**src/rtl/alu_serial.sv**
```systemverilog
`default_nettype none
// ============================================================================
// alu_serial : bit-serial WIDTH-bit ALU (ADD/SUB/AND/OR/NOR/XOR), LSB first
// Rev 1.0
// ============================================================================
module alu_serial #(
  parameter int WIDTH = 32
) (
  input  logic             clk,
  input  logic             reset,
  input  logic             start,
  input  logic [WIDTH-1:0] A,
  input  logic [WIDTH-1:0] B,
  input  logic [2:0]       control,
  output logic             busy,
  output logic             done,
  output logic [WIDTH-1:0] out,
  output logic             carryout,
  output logic             overflow,
  output logic             zero,
  output logic             negative
);

  localparam int CW = (WIDTH > 2) ? $clog2(WIDTH) : 1;
  localparam logic [CW-1:0] LAST = CW'(WIDTH - 1);

  localparam logic [2:0] OP_ADD = 3'd2;
  localparam logic [2:0] OP_SUB = 3'd3;
  localparam logic [2:0] OP_AND = 3'd4;
  localparam logic [2:0] OP_OR  = 3'd5;
  localparam logic [2:0] OP_NOR = 3'd6;
  localparam logic [2:0] OP_XOR = 3'd7;

  typedef enum logic [1:0] {
    IDLE = 2'd0,
    RUN  = 2'd1,
    DONE = 2'd2
  } state_t;

  state_t           state;
  logic [WIDTH-1:0] a_sh;
  logic [WIDTH-1:0] b_sh;
  logic [WIDTH-1:0] res_sh;
  logic [2:0]       op;
  logic             carry;
  logic [CW-1:0]    cnt;

  logic             slice_out;
  logic             slice_cout;
  logic             b_eff;
  logic             is_arith;
  logic [WIDTH-1:0] res_word;

  // One-bit ALU slice fed from the LSB of the operand shift registers.
  always_comb begin
    is_arith   = (op == OP_ADD) || (op == OP_SUB);
    b_eff      = b_sh[0] ^ (op == OP_SUB);
    slice_out  = 1'b0;
    slice_cout = carry;
    case (op)
      OP_ADD, OP_SUB: begin
        slice_out  = a_sh[0] ^ b_eff ^ carry;
        slice_cout = (a_sh[0] & b_eff) | (a_sh[0] & carry) | (b_eff & carry);
      end
      OP_AND:  slice_out = a_sh[0] & b_sh[0];
      OP_OR:   slice_out = a_sh[0] | b_sh[0];
      OP_NOR:  slice_out = ~(a_sh[0] | b_sh[0]);
      OP_XOR:  slice_out = a_sh[0] ^ b_sh[0];
      default: slice_out = 1'b0;
    endcase
    res_word = {slice_out, res_sh[WIDTH-1:1]};
  end

  always_ff @(posedge clk) begin
    if (reset) begin
      state    <= IDLE;
      busy     <= 1'b0;
      done     <= 1'b0;
      out      <= '0;
      carryout <= 1'b0;
      overflow <= 1'b0;
      zero     <= 1'b0;
      negative <= 1'b0;
      a_sh     <= '0;
      b_sh     <= '0;
      res_sh   <= '0;
      op       <= 3'd0;
      carry    <= 1'b0;
      cnt      <= '0;
    end else begin
      done <= 1'b0;
      case (state)
        RUN: begin
          a_sh   <= a_sh >> 1;
          b_sh   <= b_sh >> 1;
          res_sh <= res_word;
          carry  <= slice_cout;
          cnt    <= cnt + 1'b1;
          if (cnt == LAST) begin
            // Result and flags land together with the done pulse; the carry
            // register still holds the carry into the MSB slice here.
            state    <= DONE;
            busy     <= 1'b0;
            done     <= 1'b1;
            out      <= res_word;
            carryout <= is_arith & slice_cout;
            overflow <= is_arith & (carry ^ slice_cout);
            zero     <= (res_word == '0);
            negative <= res_word[WIDTH-1];
          end
        end
        default: begin
          if (start) begin
            state <= RUN;
            busy  <= 1'b1;
            a_sh  <= A;
            b_sh  <= B;
            op    <= control;
            cnt   <= '0;
            carry <= (control == OP_SUB);
          end else begin
            state <= IDLE;
          end
        end
      endcase
    end
  end

endmodule
`default_nettype wire

```
**config.mk**
```make
export PLATFORM = sky130hd
export DESIGN_NAME = alu_serial
export DESIGN_NICKNAME = d
export VERILOG_FILES = /design/src/rtl/alu_serial.sv
export SDC_FILE = /design/constraint.sdc
export NUM_CORES = 1
export LEC_CHECK = 0
export ABC_AREA = 1
export BUFFER_PORTS_ARGS = -buffer_cell sky130_fd_sc_hd__buf_2
export CAP_MARGIN = 20
export CELL_PAD_IN_SITES_DETAIL_PLACEMENT = 1
export CELL_PAD_IN_SITES_GLOBAL_PLACEMENT = 1
export CORE_MARGIN = 2
export CORE_UTILIZATION = 39
export CTS_CLUSTER_DIAMETER = 200
export DETAILED_ROUTE_END_ITERATION = 12
export PLACE_DENSITY_LB_ADDON = 0.15
export SLEW_MARGIN = 20
export SYNTH_ARGS = -nofsm -noshare
export SYNTH_HDL_FRONTEND = slang
export SYNTH_SLANG_ARGS = --single-unit
```
**constraint.sdc**
```tcl
create_clock -name clk -period 2.1 [get_ports clk]
set_clock_uncertainty 0.05 [all_clocks]
set_input_delay 0.315 -clock clk [delete_from_list [all_inputs] [get_ports clk]]
set_output_delay 0.315 -clock clk [all_outputs]
set_load 0.1 [all_outputs]
```
# After elaboration in Yosys (flattened, before gate mapping)
# Cells that the tools add are included.
# op_classes
addsub	1
n_mul	0
n_div	0
n_lt_le_gt_ge	0
n_eq_ne	10
shift	0
n_mux	17
bitwise	16
reduce_logical	9
# op_table
op	count
$mux 31	4
$logic_not 32->1	1
$eq 3x3->1 const B	4
$mux 5	2
$eq 3x2->1 const B	3
$mux 1	8
$and 1x1->1	6
$reduce_and 2->1	3
$reduce_or 2->1	3
$add 5x1->5 const B	1
$eq 5x5->1 const B	1
$pmux 1 s5	1
$xor 1x1->1	5
$mux 2	2
$or 1x1->1	3
$eq 2x1->1 const B	1
$ne 2x2->1 const B	1
$not 1->1	2
$reduce_bool 2->1	1
$logic_or 1x1->1	1
# totals
regBits	145
latch_bits	0
ramBits	0
rom_bits	0
inputBits	70
out_inout_bits	38
mem_count	0

# Logic depth before layout (Yosys ltp)
# depth
word_depth	8
ltp_mapped	11
depth_no_buf	10

# Worst setup path after synthesis
# Ideal clock, no wire load.
# synth_timing
path_kind	reg-to-output
start	register out[31]
end	output out[31]
arrival_time_ns	1.374
required_time_ns	1.735
slack_ns	0.361
stages_incl_launch_ff	2
n_path_buf	1
path_cell_list	dfxtp_1 -> buf_4
# synth_rtl
element	line	text
from (decl)	17	output logic [WIDTH-1:0] out,
from (signal assigned)	105	out <= res_word;
# No word-level cell between the ends.

# Worst setup path in the final report
# layout_timing
start	register cnt[0]
end	register out[1]
# layout_via
elab_chain_len	2
# layout_rtl
element	line	text
from (decl)	46	logic [CW-1:0] cnt;
from (signal assigned)	98	cnt <= cnt + 1'b1;
$eq 5x5->1	99	if (cnt == LAST) begin
$reduce_and 2->1 (no source line)	--	
# Every way passes these cells.
# A chain may end at the register's enable or synchronous reset.

==> impl_metrics.ini <==
[outcome]
status = completed

[worst_setup_path]
slowest_stage = dfxtp_1
required_ns = 2.35
worstPathCellList = ha_1 > inv_1 > nor2_1 > ha_1 > nand3_1 > nand2_1 > inv_4 > nand2_1 > o21ai_0
crit_fanout = 34
crit_arrival_ns = 2.01
r2r-start = cnt[0]
crit_buf_inv = 2
cp_top_family = simple AND/OR/NAND/NOR gates
critPathMaxStageDelay_ns = 0.38
endpoint_kind = flip-flop
critPathLaunch = cnt[0]
startpoint_type = flip-flop
criticalPathCategory = reg2reg

[place]
place_congestion = 0.8021
dpl.hpwl_um = 10900
port_buffers = 107
place_area_sq_um = 6466

[synthesis]
syn_nets = 864
synth_top_area_frac = 0.4967
yosysWarnings = 0
netlist_instances = 789
synth.area.top_cells = dfxtp_1 50%, nand2_1 19%, inv_1 6.7%, o211ai_1 3.0%, nand3_1 2.7%
ys_seq_area_frac = 0.4967
ys_ff_latch = 143
avgSynthCellArea_sq_um = 7.304
synthesis.area_sq_um = 5763
yosysTopAreaCell = dfxtp_1
yosys.cell_types.count = 26

[job]
drv_cap = 0

[timing]
fmaxAchievable_ghz = 0.5664
rsz0062_at_grt = no
final_max_slew_viol_count = 0
setup_viol = 0
hold_viol = 0
fin_crit_ns = 1.766
slew_headroom = 0.6471
tns_ns = 0
final.period_utilization = 0.8407
worst-slew-pin-transition_ns = 0.5287

[power_and_ir_drop]
p_leak_nw = 3.370
finalPower_mw = 6.205
p_clk_frac = 0.456
p_switching_mw = 1.529
switching_share = 0.2464
power_frac_seq = 0.459
peakVddDrop_uv = 633.8
combPwrFrac = 0.085
p_per_area_nw_per_um2 = 883.3
power.internal_mw = 4.676

[min_path]
min_from = B[13]
hp-class = in2reg

[cts]
clk_latency_ns = 0.43
path_clk_slew_ns = 0.06
clock_path_buffers = 2
holdBufCountCts = 0
htreeDepth = 4
root_buffer = clkbuf_16
cts_setup_buffers = 0
cts_sinks = 143
cts-buffers-inserted = 17
cts_tree = yes

[route]
firstDrtPassIters = 4
drt_iter0_markers = 203
drt-total-wl_um = 15750
viasPerCell = 4.869
drc = 0
wl_per_cell_um = 14.52
via_count = 5283
ant_nets = 0

[final_layout]
layout-drive-gt1-share = 0.1778
nNetsFinal = 962
multi_input_area_sq_um = 2265
regArea_sq_um = 2863
stdcell_area_sq_um = 7024
nFillCells = 1862
syn_to_final_growth_pct = 21.88

[floorplan]
die_y_um = 125.6
die_area_sq_um = 15770
coreArea_sq_um = 14480
io_pins = 108
start_util = 0.3980
fp.dieW_um = 125.6
rows = 44

[global_route]
grt_pass1_wl_um = 25920
antenna_found_initial = 1
grt_max_degree = 61
grt_overflow = 0
grt_pass1_vias = 5490
grt_usage = 0.2052
-- logic make-up (layout without fill, tap and decap cells) --
group | Yosys count | count (layout) | synth area share
compound gates | 119 | 119 | 0.1235
xor+xnor | 2 | 2 | 0.003040
fa+ha+maj | 5 | 5 | 0.01216
buf+inv | 150 | 261 | 0.1103
flops | 143 | 143 | 0.4967
other cells | 0 | 1 | 0
simple gates | 370 | 370 | 0.2542
-- worst reg2reg max path, cell delays in order, from the launching register on --
cell and delay [ns]:
dfxtp_1 0.38, ha_1 0.21, inv_1 0.05, nor2_1 0.10, ha_1 0.20, nand3_1 0.12, nand2_1 0.16, inv_4 0.16
nand2_1 0.11, o21ai_0 0.10
-- cell usage after synthesis, drive strengths merged --
cell / instances
o22ai: 14
fa: 1
nor2: 38
buf: 29
dfxtp: 143
inv: 112
nand2: 301
o21ai: 51
o221ai: 8
a21oi: 15
nand3: 31
ha: 4
clkbuf: 9
xor2: 2
o31ai: 1
a31oi: 7
o211ai: 23
-- worst paths after layout --
kind / endpoint / slack, ns / cells past startpoint
worst min-delay path: b_sh[13] / 0.12 / 3
worst max register to register: out[1] / 0.33 / 9
worst min register to register: a_sh[28] / 0.40 / 2
worst max-delay path: out[1] / 0.33 / 9
-- layer usage --
layer | global-route usage | vias up | routed length (um)
met4 | 0.05425 | 0 | 134
met5 | 0 | - | 0
met2 | 0.3895 | 85 | 8081
met3 | 0.05691 | 15 | 655
met1 | 0.2223 | 2516 | 6880
li1 | - | 2667 | -
-- layout by cell type, fill, tap and decap left out, types with 15 or more instances in the layout --
| cell type | netlist | final |
|---|---|---|
| nand2_1 | 298 | 298 |
| buf_2 | 17 | 107 |
| nand3_1 | 31 | 31 |
| o21ai_0 | 25 | 25 |
| o21ai_1 | 26 | 26 |
| inv_1 | 103 | 103 |
| a21oi_1 | 15 | 15 |
| dfxtp_1 | 143 | 143 |
| nor2_1 | 36 | 36 |
| clkbuf_16 | 0 | 17 |
| o211ai_1 | 23 | 23 |
-- sequential cells by signal, indices dropped and copies added, names as in the netlist --
signal    flops
carry         1
b_sh         32
res_sh       31
carryout      1
zero          1
overflow      1
a_sh         32
state         2
done          1
busy          1
cnt           5
op            3
out          32
-- power by group through the flow --
| stage | sequential, mW | clock [mW] | combinational (mW) |
|---|---|---|---|
| CTS | 2.85 | 2.89 | 0.537 |
| detailed placement | 2.91 | 0 | 0.535 |
| global placement | 2.90 | 0 | 0.512 |
| floorplan | 2.90 | 0 | 0.339 |
| global route | 2.86 | 3.01 | 0.597 |
| finish | 2.85 | 2.83 | 0.528 |
-- final cells by class --
cell class	count	share of cell area
tap	184	0.03278
clock inverter	10	0.01265
timing repair buffer	117	0.09761
multi-input combinational	496	0.3224
inverter	112	0.06056
antenna	1	0.0003563
clock buffer	22	0.06608
sequential	143	0.4076
-- stage by stage --
| step | hold WS, ns | util | worst slack, ns | cells |
|---|---|---|---|---|
| global placement | 0.3838 | 0.4466 | 0.3208 | 1052 |
| floorplan | 0.3344 | - | 0.3615 | 789 |
| CTS | 0.1058 | 0.4848 | 0.1584 | 1084 |
| global route | 0.1266 | 0.4850 | 0.09941 | 1084 |
| detailed placement | 0.3998 | 0.4466 | 0.1752 | 1052 |
| finish | 0.1230 | 0.4851 | 0.3344 | 1085 |
-- timing repair --
action                     CTS  global route
hold endpoints to repair     0             0
setup endpoints to repair    0             6
gates resized for setup      0             2
(Power assumes the default switching activity.)
